[src/rtl/ex_redirect_ctrl_pkg.sv]
// ex_redirect_ctrl_pkg: shared CP0 field positions, redirect constants and FSM encoding
package ex_redirect_ctrl_pkg;
  localparam logic [31:0] EX_ENTRY = 32'hbfc00380;
  localparam int MAX_OUTS = 2;
  localparam int CNT_W = 2;
  localparam int ST_IE = 0;
  localparam int ST_EXL = 1;
  localparam int IM_LO = 8;
  localparam int IM_HI = 15;
  typedef enum logic [1:0] {IDLE = 2'd0, DRAIN = 2'd1, REDIR = 2'd2} state_t;
  function automatic logic int_pending(input logic [31:0] status, input logic [31:0] cause);
    return status[ST_IE] & ~status[ST_EXL] & |(status[IM_HI:IM_LO] & cause[IM_HI:IM_LO]);
  endfunction
endpackage

[src/rtl/ex_redirect_ctrl_if.sv]
// ex_redirect_ctrl_if: WB event, CP0, inst-SRAM handshake and IF redirect signals
interface ex_redirect_ctrl_if;
  logic        ws_ex;
  logic        ws_eret;
  logic [31:0] cp0_epc;
  logic [31:0] cp0_status;
  logic [31:0] cp0_cause;
  logic        inst_req_fire;
  logic        inst_resp_fire;
  logic        redirect_ready;
  logic        pipe_flush;
  logic        fetch_block;
  logic        discard_resp;
  logic        redirect_valid;
  logic [31:0] redirect_pc;
  logic        has_int;
  logic        outs_ovf;
  modport master (
    output ws_ex, ws_eret, cp0_epc, cp0_status, cp0_cause, inst_req_fire, inst_resp_fire, redirect_ready,
    input  pipe_flush, fetch_block, discard_resp, redirect_valid, redirect_pc, has_int, outs_ovf
  );
  modport slave (
    input  ws_ex, ws_eret, cp0_epc, cp0_status, cp0_cause, inst_req_fire, inst_resp_fire, redirect_ready,
    output pipe_flush, fetch_block, discard_resp, redirect_valid, redirect_pc, has_int, outs_ovf
  );
endinterface

[src/rtl/ex_redirect_ctrl_outs_counter.sv]
// ex_redirect_ctrl_outs_counter: saturating outstanding-fetch counter with sticky overflow
module ex_redirect_ctrl_outs_counter
  import ex_redirect_ctrl_pkg::*;
(
  input  logic             clk,
  input  logic             reset,
  input  logic             i_inc,
  input  logic             i_dec,
  output logic [CNT_W-1:0] o_cnt,
  output logic [CNT_W-1:0] o_cnt_next,
  output logic             o_ovf
);
  logic [CNT_W-1:0] r_cnt;
  logic             r_ovf;
  logic             w_full;
  logic             w_empty;
  assign w_full  = r_cnt == CNT_W'(MAX_OUTS);
  assign w_empty = r_cnt == '0;
  always_comb begin
    o_cnt_next = r_cnt;
    if (i_inc && !i_dec && !w_full) o_cnt_next = r_cnt + 1'b1;
    else if (i_dec && !i_inc && !w_empty) o_cnt_next = r_cnt - 1'b1;
  end
  always_ff @(posedge clk) begin
    if (reset) begin
      r_cnt <= '0;
      r_ovf <= 1'b0;
    end else begin
      r_cnt <= o_cnt_next;
      r_ovf <= r_ovf | (i_inc & ~i_dec & w_full);
    end
  end
  assign o_cnt = r_cnt;
  assign o_ovf = r_ovf;
endmodule

[src/rtl/ex_redirect_ctrl.sv]
// ex_redirect_ctrl: flush, drain outstanding fetches, then redirect IF on exception/ERET
module ex_redirect_ctrl
  import ex_redirect_ctrl_pkg::*;
(
  input logic            clk,
  input logic            reset,
  ex_redirect_ctrl_if.slave bus
);
  state_t           r_state;
  state_t           w_state_next;
  logic [31:0]      r_target;
  logic             r_has_int;
  logic             w_event;
  logic [CNT_W-1:0] w_cnt;
  logic [CNT_W-1:0] w_cnt_next;
  ex_redirect_ctrl_outs_counter u_outs (
    .clk       (clk),
    .reset     (reset),
    .i_inc     (bus.inst_req_fire),
    .i_dec     (bus.inst_resp_fire),
    .o_cnt     (w_cnt),
    .o_cnt_next(w_cnt_next),
    .o_ovf     (bus.outs_ovf)
  );
  assign w_event = bus.ws_ex | bus.ws_eret;
  always_comb begin
    w_state_next       = r_state;
    bus.pipe_flush     = 1'b1;
    bus.fetch_block    = 1'b1;
    bus.discard_resp   = bus.inst_resp_fire;
    bus.redirect_valid = 1'b0;
    bus.redirect_pc    = 32'h0;
    if (r_state == IDLE) begin
      bus.pipe_flush   = w_event;
      bus.fetch_block  = 1'b0;
      bus.discard_resp = 1'b0;
      if (w_event) w_state_next = (w_cnt_next != '0) ? DRAIN : REDIR;
    end else if (r_state == DRAIN) begin
      if (w_cnt_next == '0) w_state_next = REDIR;
    end else begin
      bus.redirect_valid = 1'b1;
      bus.redirect_pc    = r_target;
      if (bus.redirect_ready) w_state_next = IDLE;
    end
  end
  always_ff @(posedge clk) begin
    if (reset) begin
      r_state   <= IDLE;
      r_target  <= 32'h0;
      r_has_int <= 1'b0;
    end else begin
      r_state   <= w_state_next;
      r_has_int <= (r_state == IDLE) & int_pending(bus.cp0_status, bus.cp0_cause);
      if (r_state == IDLE && w_event) r_target <= bus.ws_ex ? EX_ENTRY : bus.cp0_epc;
    end
  end
  assign bus.has_int = r_has_int;
  logic w_unused;
  assign w_unused = ^w_cnt;
endmodule

[src/flat_wrapper.sv]
// flat-port wrapper written by rule: the top's interface ports become plain ports
module ex_redirect_ctrl_flat import ex_redirect_ctrl_pkg::*;
  (clk, reset, bus_ws_ex, bus_ws_eret, bus_cp0_epc, bus_cp0_status, bus_cp0_cause, bus_inst_req_fire, bus_inst_resp_fire, bus_redirect_ready, bus_pipe_flush, bus_fetch_block, bus_discard_resp, bus_redirect_valid, bus_redirect_pc, bus_has_int, bus_outs_ovf);
  ex_redirect_ctrl_if bus_i ();
  input logic clk;
  input logic reset;
  input wire logic [$bits(bus_i.ws_ex)-1:0] bus_ws_ex;
  input wire logic [$bits(bus_i.ws_eret)-1:0] bus_ws_eret;
  input wire logic [$bits(bus_i.cp0_epc)-1:0] bus_cp0_epc;
  input wire logic [$bits(bus_i.cp0_status)-1:0] bus_cp0_status;
  input wire logic [$bits(bus_i.cp0_cause)-1:0] bus_cp0_cause;
  input wire logic [$bits(bus_i.inst_req_fire)-1:0] bus_inst_req_fire;
  input wire logic [$bits(bus_i.inst_resp_fire)-1:0] bus_inst_resp_fire;
  input wire logic [$bits(bus_i.redirect_ready)-1:0] bus_redirect_ready;
  output wire logic [$bits(bus_i.pipe_flush)-1:0] bus_pipe_flush;
  output wire logic [$bits(bus_i.fetch_block)-1:0] bus_fetch_block;
  output wire logic [$bits(bus_i.discard_resp)-1:0] bus_discard_resp;
  output wire logic [$bits(bus_i.redirect_valid)-1:0] bus_redirect_valid;
  output wire logic [$bits(bus_i.redirect_pc)-1:0] bus_redirect_pc;
  output wire logic [$bits(bus_i.has_int)-1:0] bus_has_int;
  output wire logic [$bits(bus_i.outs_ovf)-1:0] bus_outs_ovf;
  assign bus_i.ws_ex = bus_ws_ex;
  assign bus_i.ws_eret = bus_ws_eret;
  assign bus_i.cp0_epc = bus_cp0_epc;
  assign bus_i.cp0_status = bus_cp0_status;
  assign bus_i.cp0_cause = bus_cp0_cause;
  assign bus_i.inst_req_fire = bus_inst_req_fire;
  assign bus_i.inst_resp_fire = bus_inst_resp_fire;
  assign bus_i.redirect_ready = bus_redirect_ready;
  assign bus_pipe_flush = bus_i.pipe_flush;
  assign bus_fetch_block = bus_i.fetch_block;
  assign bus_discard_resp = bus_i.discard_resp;
  assign bus_redirect_valid = bus_i.redirect_valid;
  assign bus_redirect_pc = bus_i.redirect_pc;
  assign bus_has_int = bus_i.has_int;
  assign bus_outs_ovf = bus_i.outs_ovf;
  ex_redirect_ctrl u_core (.clk(clk), .reset(reset), .bus(bus_i));
endmodule
[config.mk]
export PLATFORM = sky130hd
export DESIGN_NAME = ex_redirect_ctrl_flat
export DESIGN_NICKNAME = d
export VERILOG_FILES = /design/src/rtl/ex_redirect_ctrl_pkg.sv /design/src/rtl/ex_redirect_ctrl_if.sv /design/src/rtl/ex_redirect_ctrl_outs_counter.sv /design/src/rtl/ex_redirect_ctrl.sv /design/src/flat_wrapper.sv
export SDC_FILE = /design/constraint.sdc
export NUM_CORES = 1
export LEC_CHECK = 0
export BUFFER_PORTS_ARGS = -buffer_cell sky130_fd_sc_hd__buf_4
export CORE_UTILIZATION = 37
export CTS_BUF_LIST = sky130_fd_sc_hd__clkbuf_16
export DETAILED_ROUTE_END_ITERATION = 7
export GPL_ROUTABILITY_DRIVEN = 0
export GPL_TIMING_DRIVEN = 0
export HOLD_SLACK_MARGIN = 0.08
export MAX_ROUTING_LAYER = met4
export PLACE_DENSITY = 0.87
export SYNTH_ARGS = -nofsm -noshare
export SYNTH_HDL_FRONTEND = slang
export SYNTH_SLANG_ARGS = --single-unit
export TNS_END_PERCENT = 1
[constraint.sdc]
create_clock -name clk -period 2.2 [get_ports clk]
set_input_delay 0.44 -clock clk [delete_from_list [all_inputs] [get_ports clk]]
set_output_delay 0.44 -clock clk [all_outputs]
set_load 0.05 [all_outputs]
==> flow_metrics.tcl, run 1 <==
set metrics [dict create \
    clk_pin_slew_ps 60 \
    yosys_warnings 0 \
    grt_pass1_wl_microns 8160 \
    numPortBuffers 93 \
    avgViaCountPerCell 4.82 \
    crit_path_end_kind "output port" \
    layout-drive-gt1-share_pct 34.6 \
    maxSlewHeadroom_pct 67.3 \
    worstSkewPairLatency_ps 270 \
    fin_nets 431 \
    fmax_mhz 491 \
    synthToLayoutAreaGrowth_pct 51.8 \
    slowest_delay_ps 390 \
    critPathBufInv 3 \
    critPathLaunchType "flip-flop" \
    die_area_sq_um 5230 \
    cp_top_family "buffers and inverters" \
    die_h_microns 72.3 \
    cts-root-buf "clkbuf_16" \
    cp.arrival_ps 1600 \
    finalCritPeriodShare_pct 92.6 \
    synth.distinct_cells 27 \
    die_w_microns 72.3 \
    grt_overflow 0 \
    seq_power_share_pct 34.0 \
    rsz0062_at_grt "no" \
    regArea_sq_um 761 \
    peakVddDrop_mv 0.517 \
    ant_nets 0 \
    critPathRequiredTime_ps 1760 \
    seq_area_frac_synth_pct 41.6 \
    wl_per_cell_microns 12.2 \
    setup_viol_count_final 0 \
    core_sq_um 4750 \
    syn_inst 226 \
    maxSlewViolCount 0 \
    hold_class "in2reg" \
    critPathKind "reg2out" \
    synth_top_area_share_pct 41.6 \
    synth-seq-cells 38 \
    p_comb_share_pct 33.9 \
    antenna_found_initial 0 \
    synth_area_leaders "dfxtp_1, and2_1, nand3b_1" \
    cts_tree "built" \
    cts-htree-levels 2 \
    syn_area_sq_um 1830 \
    drtIter0Drc 74 \
    grt_max_degree 12 \
    status "finished clean" \
    multi_input_area_sq_um 951 \
    diodes 0 \
    p_per_area_nw_per_um2 880 \
    cp_slowest_cell "dfxtp_1" \
    synth_nets 331 \
    cts_setup_buffers 0 \
    cap_violations 0 \
    rows 25 \
    route.vias.total 1901 \
    track_usage_pct 20.5 \
    p_sw_mw 0.817 \
    hold_viol 0 \
    power_mw 2.44 \
    clock_skew_ps 3.07 \
    tightest_slew_ps 490 \
    critPathMaxFanout 10 \
    clockBufferDepth 2 \
    cts_inserted_buffers 5 \
    crit_chain "buf_2 -> clkbuf_1 -> and2_1 -> buf_4" \
    nFillCells 468 \
    drcViolationCount 0 \
    drt-total-wl_microns 4820 \
    swShare_pct 33.5 \
    grt_pass1_vias 1845 \
    clock_power_share_pct 32.0 \
    num_io_pins 141 \
    yosysTopAreaCell "dfxtp_1" \
    drt-pass1-iter-count 4 \
    avgSynthCellArea_sq_um 8.09 \
    start_util_pct 38.5 \
    p_int_mw 1.63 \
    p_leak_nw 1.23 \
    place_hpwl_microns 3650 \
    finalCriticalPeriod_ps 2040 \
    clkSinkCount 38 \
    holdWs_ps 429 \
    setup_tns_ps 0 \
]
## timing repair
action | 4_1_cts | 5_1_grt
hold buffers | 0 | 0
endpoints found under the setup margin | 0 | 11
gates resized for setup | 0 | 4
## path summary, 6_finish.rpt
| kind | start | to | slack [ps] | depth (start not counted) |
|---|---|---|---|---|
| worst max register to register | u_core.u_outs.o_cnt[1]$_SDFF_PP0_ | u_core.r_state[1]$_SDFFE_PP0P_ | 700 | 6 |
| worst min-delay path | reset | u_core.r_state[0]$_SDFFE_PP0P_ | 430 | 3 |
| worst min register to register | u_core.r_target[3]$_SDFFE_PP0P_ | u_core.r_target[3]$_SDFFE_PP0P_ | 440 | 2 |
| worst max-delay path | u_core.r_state[1]$_SDFFE_PP0P_ | bus_redirect_pc[13] | 160 | 4 |
## area by class of cell
cell class	instances	share of cell area (%)
plain buffers	19	3.79
clock buffers	5	4.51
clock inverters	3	1.35
inverters	4	0.541
multi-input cells	165	34.2
flip-flops and latches	38	27.4
well taps	67	3.02
repair buffers	93	25.1
## cells in the mapped netlist (all sizes together)
cell type,instances
nor3b,3
a31oi,2
buf,8
o21ai,4
a21oi,21
and2,32
xnor2,1
o311ai,1
dfxtp,38
nand3b,22
nand2,21
a211oi,1
clkbuf,11
nor3,28
a221oi,2
nand2b,1
ha,2
inv,4
a22o,2
a31o,1
nor2b,3
nor2,18
## layer usage
metal | vias up | wire, microns | track usage (%)
li1 | 967 | - | -
met1 | 852 | 2170 | 25.5
met3 | 4 | 256 | 3.33
met2 | 78 | 2360 | 34.6
met5 | - | 0 | -
met4 | 0 | 29 | 5.45
## flip-flops by register name, indices dropped and copies added (netlist names)
register	cells
u_core.bus.has_int	1
u_core.r_target	32
u_core.u_outs.o_ovf	1
u_core.r_state	2
u_core.u_outs.o_cnt	2
## per-stage QoR
step	util [%]	area, sq um	setup WS (ps)	std cells
after floorplan	-	1830	540	226
after global placement	54.9	2610	371	386
after detailed placement	54.9	2610	346	386
after CTS	58.3	2770	59.3	394
after global routing	58.4	2780	46.1	394
final	58.4	2780	163	394
## cell usage in the layout (no fill, tap or decap), types with 2 or more instances in the layout
master and n:
buf_6 3, nor2_2 2, dfxtp_1 38, o21ai_0 3
clkbuf_2 2, inv_1 6, a31oi_1 2, clkbuf_1 9
a221oi_1 2, nor3b_1 3, and2_1 32, a21oi_1 21
nor2b_1 3, nand3b_1 22, buf_4 94, buf_2 4
a22o_1 2, ha_1 2, nand2_1 21, nor3_1 27
nor2_1 16, clkbuf_16 5
## worst register-to-register path, cell delays in order, from the launching register on
cell and delay, ps:
dfxtp_1 390, inv_1 60, ha_1 280, nor3b_1 140, o21ai_0 150, o311ai_1 170, a31o_1 210
## power by group through the flow
stage	logic [mW]	registers [mW]	clock network, mW
after global placement	0.815	0.842	0
after floorplan	0.560	0.843	0
final	0.828	0.831	0.782
after global routing	0.908	0.843	0.834
after CTS	0.835	0.832	0.797
after detailed placement	0.833	0.847	0
## logic make-up after synthesis
family	count (synthesis)	synth area share (%)
AND/OR/NAND/NOR	128	39.1
adder cells (fa/ha/maj)	2	1.37
flip-flops	38	41.6
AO/OA/AOI/OAI	34	11.0
XOR/XNOR	1	0.479
buffers and inverters	23	6.43
(Power assumes the default switching activity.)
==> run 2: changes to the inputs <==
--- a/config.mk
+++ b/config.mk
@@ -5,15 +5,15 @@
 export SDC_FILE = /design/constraint.sdc
 export NUM_CORES = 1
 export LEC_CHECK = 0
-export BUFFER_PORTS_ARGS = -buffer_cell sky130_fd_sc_hd__buf_4
 export CORE_UTILIZATION = 37
 export CTS_BUF_LIST = sky130_fd_sc_hd__clkbuf_16
 export DETAILED_ROUTE_END_ITERATION = 7
+export DONT_BUFFER_PORTS = 1
 export GPL_ROUTABILITY_DRIVEN = 0
 export GPL_TIMING_DRIVEN = 0
 export HOLD_SLACK_MARGIN = 0.08
 export MAX_ROUTING_LAYER = met4
-export PLACE_DENSITY = 0.87
+export PLACE_DENSITY = 0.62
 export SYNTH_ARGS = -nofsm -noshare
 export SYNTH_HDL_FRONTEND = slang
 export SYNTH_SLANG_ARGS = --single-unit
==> flow_metrics.tcl, run 2 (same netlist as run 1, synthesis figures left out) <==
set metrics [dict create \
    drt-total-wl_microns 4410 \
    numPortBuffers 0 \
    hold_class "in2reg" \
    nFillCells 520 \
    hold_viol 0 \
    die_h_microns 72.3 \
    fin_nets 338 \
    finalCritPeriodShare_pct 96.7 \
    finalInstanceArea_sq_um 2090 \
    cts_tree "built" \
    diodes 0 \
    finalCriticalPeriod_ps 2130 \
    synthToLayoutAreaGrowth_pct 14.2 \
    die_area_sq_um 5230 \
    die_w_microns 72.3 \
    clk_pin_slew_ps 50 \
    cap_violations 0 \
    setup_viol_count_final 0 \
    cts_inserted_buffers 5 \
    grt_overflow 0 \
    route.vias.total 1543 \
    start_util_pct 38.5 \
    wl_per_cell_microns 14.7 \
    rsz0062_at_grt "yes" \
    grt_max_degree 12 \
    tightest_slew_ps 880 \
    peakVddDrop_mv 0.319 \
    critPathKind "reg2out" \
    cts-htree-levels 2 \
    layout-drive-gt1-share_pct 20.9 \
    rows 25 \
    drt-pass1-iter-count 6 \
    drtIter0Drc 68 \
    grt_pass1_vias 1357 \
    fin_cells 301 \
    clockBufferDepth 2 \
    fmax_mhz 470 \
    p_per_area_nw_per_um2 1050 \
    core_sq_um 4750 \
    avgViaCountPerCell 5.13 \
    cp.arrival_ps 1690 \
    largest_register_ffs 32 \
    top_register "u_core.r_target" \
    power_mw 2.19 \
    critPathRequiredTime_ps 1760 \
    clock_skew_ps 3.77 \
    track_usage_pct 17.1 \
    place_hpwl_microns 3190 \
    p_leak_nw 0.772 \
    antenna_found_initial 0 \
    clkSinkCount 38 \
    worstSkewPairLatency_ps 280 \
    ant_nets 0 \
    maxSlewViolCount 0 \
    drcViolationCount 0 \
    final_common_cell "dfxtp_1" \
    critPathMaxFanout 10 \
    place_area_sq_um 1910 \
    cts-root-buf "clkbuf_16" \
    critPathLaunchType "flip-flop" \
    status "finished clean" \
    placed_cells 293 \
    grt_pass1_wl_microns 6570 \
    num_io_pins 141 \
    mostFrequentLayoutCells "dfxtp_1, and2_2, nor3_1" \
    crit_path_end_kind "output port" \
    cts_hold_buf 0 \
    maxSlewHeadroom_pct 41.1 \
]
## run 2: worst max-delay path: stages (launching register included)
cell	delay (ps)
dfxtp_1	400
buf_2	280
clkbuf_1	340
and2_2	390
## run 2: cell type report
class | count | area [sq um] | area share (%)
Buffer | 19 | 104 | 4.97
Clock buffer | 5 | 125 | 5.99
Clock inverter | 3 | 12.5 | 0.599
Inverter | 4 | 15.0 | 0.719
Multi-Input combinational cell | 165 | 988 | 47.3
Sequential cell | 38 | 761 | 36.4
Tap cell | 67 | 83.8 | 4.01
## run 2: timing repair
item | in CTS | in global routing
hold endpoints to repair | 0 | 0
buffers inserted | 0 | 0
endpoints found under the setup margin | 20 | 30
resized for setup | 20 | 12
## run 2: where the power goes
part           switching [mW]  internal, mW  leakage (nW)
Combinational           0.473         0.199         0.386
Sequential             0.0571         0.783         0.313
Clock                   0.264         0.409        0.0724
Total                   0.794          1.39         0.772
## run 2: per-stage QoR
step,setup slack (ps),utilization [%],TNS (ps),hold slack [ps]
after floorplan,540,-,0,427
after global placement,205,40.2,0,434
after detailed placement,185,40.2,0,439
after CTS,0.539,43.7,0,309
after global routing,-51.1,43.9,-472,322
final,73.6,43.9,0,309
## run 2: worst paths after layout
kind	startpoint	endpoint	slack, ps	depth (start not counted)
min reg2reg	u_core.r_target[1]$_SDFFE_PP0P_	u_core.r_target[1]$_SDFFE_PP0P_	450	2
max	u_core.r_state[1]$_SDFFE_PP0P_	bus_redirect_pc[23]	70	3
min	bus_cp0_status[0]	u_core.bus.has_int$_SDFF_PP0_	310	2
max reg2reg	u_core.u_outs.o_cnt[1]$_SDFF_PP0_	u_core.r_state[1]$_SDFFE_PP0P_	650	6
## run 2: layer usage
metal	routed length, microns	global-route usage (%)
met5	0	-
met4	59	6.54
met3	333	4.03
met2	1990	26.6
met1	2030	21.5
==> run 3: changes to the inputs <==
--- a/config.mk
+++ b/config.mk
@@ -6,7 +6,7 @@
 export NUM_CORES = 1
 export LEC_CHECK = 0
 export CORE_UTILIZATION = 37
-export CTS_BUF_LIST = sky130_fd_sc_hd__clkbuf_16
+export CTS_BUF_LIST = sky130_fd_sc_hd__clkbuf_2 sky130_fd_sc_hd__clkbuf_4 sky130_fd_sc_hd__clkbuf_8
 export DETAILED_ROUTE_END_ITERATION = 7
 export DONT_BUFFER_PORTS = 1
 export GPL_ROUTABILITY_DRIVEN = 0
==> flow_metrics.tcl, run 3 (same netlist as run 1, synthesis figures left out) <==
set metrics [dict create \
    status "finished clean" \
    cts_hold_buf 0 \
    drt-pass1-iter-count 4 \
    finalInstanceArea_sq_um 2050 \
    wl_per_cell_microns 14.7 \
    start_util_pct 38.5 \
    tightest_slew_ps 880 \
    rsz0062_at_grt "no" \
    setup_viol_count_final 0 \
    core_sq_um 4750 \
    route.vias.total 1538 \
    diodes 0 \
    die_h_microns 72.3 \
    p_comb_share_pct 33.3 \
    final_common_cell "dfxtp_1" \
    p_per_area_nw_per_um2 986 \
    maxSlewViolCount 0 \
    hold_class "in2reg" \
    min_from "bus_cp0_status[0]" \
    cap_violations 0 \
    drt-total-wl_microns 4430 \
    mostFrequentLayoutCells "dfxtp_1, and2_2, nor3_1" \
    grt_pass1_vias 1333 \
    place_hpwl_microns 3190 \
    finalCriticalPeriod_ps 2050 \
    setup_tns_ps 0 \
    die_area_sq_um 5230 \
    top_register "u_core.r_target" \
    cp_slowest_cell "dfxtp_1" \
    clockBufferDepth 2 \
    cts-htree-levels 2 \
    finalCritPeriodShare_pct 93.0 \
    hold_viol 0 \
    num_io_pins 141 \
    maxSlewHeadroom_pct 41.1 \
    avgViaCountPerCell 5.11 \
    cts_tree "built" \
    die_w_microns 72.3 \
    fmax_mhz 489 \
    worst_r2r_startpoint "u_core.u_outs.o_cnt[1]$_SDFF_PP0_" \
    clkSinkCount 38 \
    critPathKind "reg2out" \
    fin_nets 338 \
    track_usage_pct 17.1 \
    seq_power_share_pct 41.5 \
    crit_path_end_kind "output port" \
    p_sw_mw 0.773 \
    cts_setup_buffers 0 \
    clock_power_share_pct 25.2 \
    worstSkewPairLatency_ps 290 \
    p_int_mw 1.25 \
    critPathRequiredTime_ps 1760 \
    grt_max_degree 12 \
    cts_inserted_buffers 5 \
    drcViolationCount 0 \
    slowest_delay_ps 400 \
    rows 25 \
    layout-drive-gt1-share_pct 22.2 \
    cp.arrival_ps 1610 \
    p_leak_nw 0.754 \
    critPathLaunchType "flip-flop" \
    nFillCells 525 \
    swShare_pct 38.3 \
    ant_nets 0 \
    cts-root-buf "clkbuf_8" \
    critPathMaxFanout 10 \
    crit_chain "buf_2 -> clkbuf_1 -> and2_2" \
    antenna_found_initial 0 \
    drtIter0Drc 71 \
    largest_register_ffs 32 \
    place_area_sq_um 1910 \
    worstSetupStartpoint "u_core.r_state[1]$_SDFFE_PP0P_" \
    peakVddDrop_mv 0.292 \
    synthToLayoutAreaGrowth_pct 12.0 \
    clk_pin_slew_ps 70 \
    numPortBuffers 0 \
    grt_pass1_wl_microns 6560 \
    grt_overflow 0 \
    clock_skew_ps 7.47 \
]
run 3: cell types whose count changed in the layout (fill, tap and decap cells not counted):
cell	delta
clkbuf_8	+6
clkbuf_4	+1
clkbuf_1	-1
clkinv_1	-1
clkbuf_2	+1
inv_1	-1
clkbuf_16	-5
run 3: cell type report:
cell class	count	area [sq um]	share of cell area (%)
inverters	4	15.0	0.733
well taps	67	83.8	4.09
flip-flops and latches	38	761	37.1
multi-input cells	165	988	48.3
clock inverters	1	5.00	0.244
plain buffers	19	105	5.13
clock buffers	7	90.1	4.40
run 3: metal layers:
metal / vias to the layer above / share of wire [%] / GRT usage (%)
li1: 773 / - / -
met1: 687 / 46 / 21.7
met3: 4 / 7.8 / 4.86
met2: 74 / 45 / 25.9
met5: - / 0 / -
met4: 0 / 0.83 / 6.54
run 3: path summary, 6_finish.rpt:
path | endpoint | slack [ps] | cells after the start
worst max-delay path | bus_redirect_pc[13] | 150 | 3
worst min-delay path | u_core.bus.has_int$_SDFF_PP0_ | 300 | 2
worst max register to register | u_core.r_state[1]$_SDFFE_PP0P_ | 650 | 6
worst min register to register | u_core.r_target[1]$_SDFFE_PP0P_ | 450 | 2
run 3: power by group through the flow:
stage          combinational, mW  clock [mW]  sequential, mW
5_1_grt                    0.737       0.547           0.849
3_3_place_gp               0.666           0           0.852
4_1_cts                    0.681       0.527           0.839
6_report                   0.672       0.510           0.839
3_5_place_dp               0.671           0           0.855
2_1_floorplan              0.560           0           0.843
run 3: critical path: cells and delay by family, from the launching register on:
| family | cells | cell delay [ps] |
|---|---|---|
| buffers and inverters | 2 | 550 |
| AND/OR/NAND/NOR | 1 | 370 |
| flip-flops | 1 | 400 |
run 3: metrics by stage:
stage,setup slack (ps),power (mW),hold slack (ps),cells,utilization [%]
after global routing,36.5,2.13,300,301,43.1
after global placement,205,1.52,434,293,40.2
after floorplan,540,1.40,427,226,-
final,154,2.02,298,301,43.1
after detailed placement,185,1.53,439,293,40.2
after CTS,13.7,2.05,287,301,42.8
run 3: what timing repair did:
action	in CTS	in global routing
gates cloned	0	0
pin swaps	0	0
endpoints found under the setup margin	20	10
gates resized for setup	22	10
hold endpoints to repair	0	0
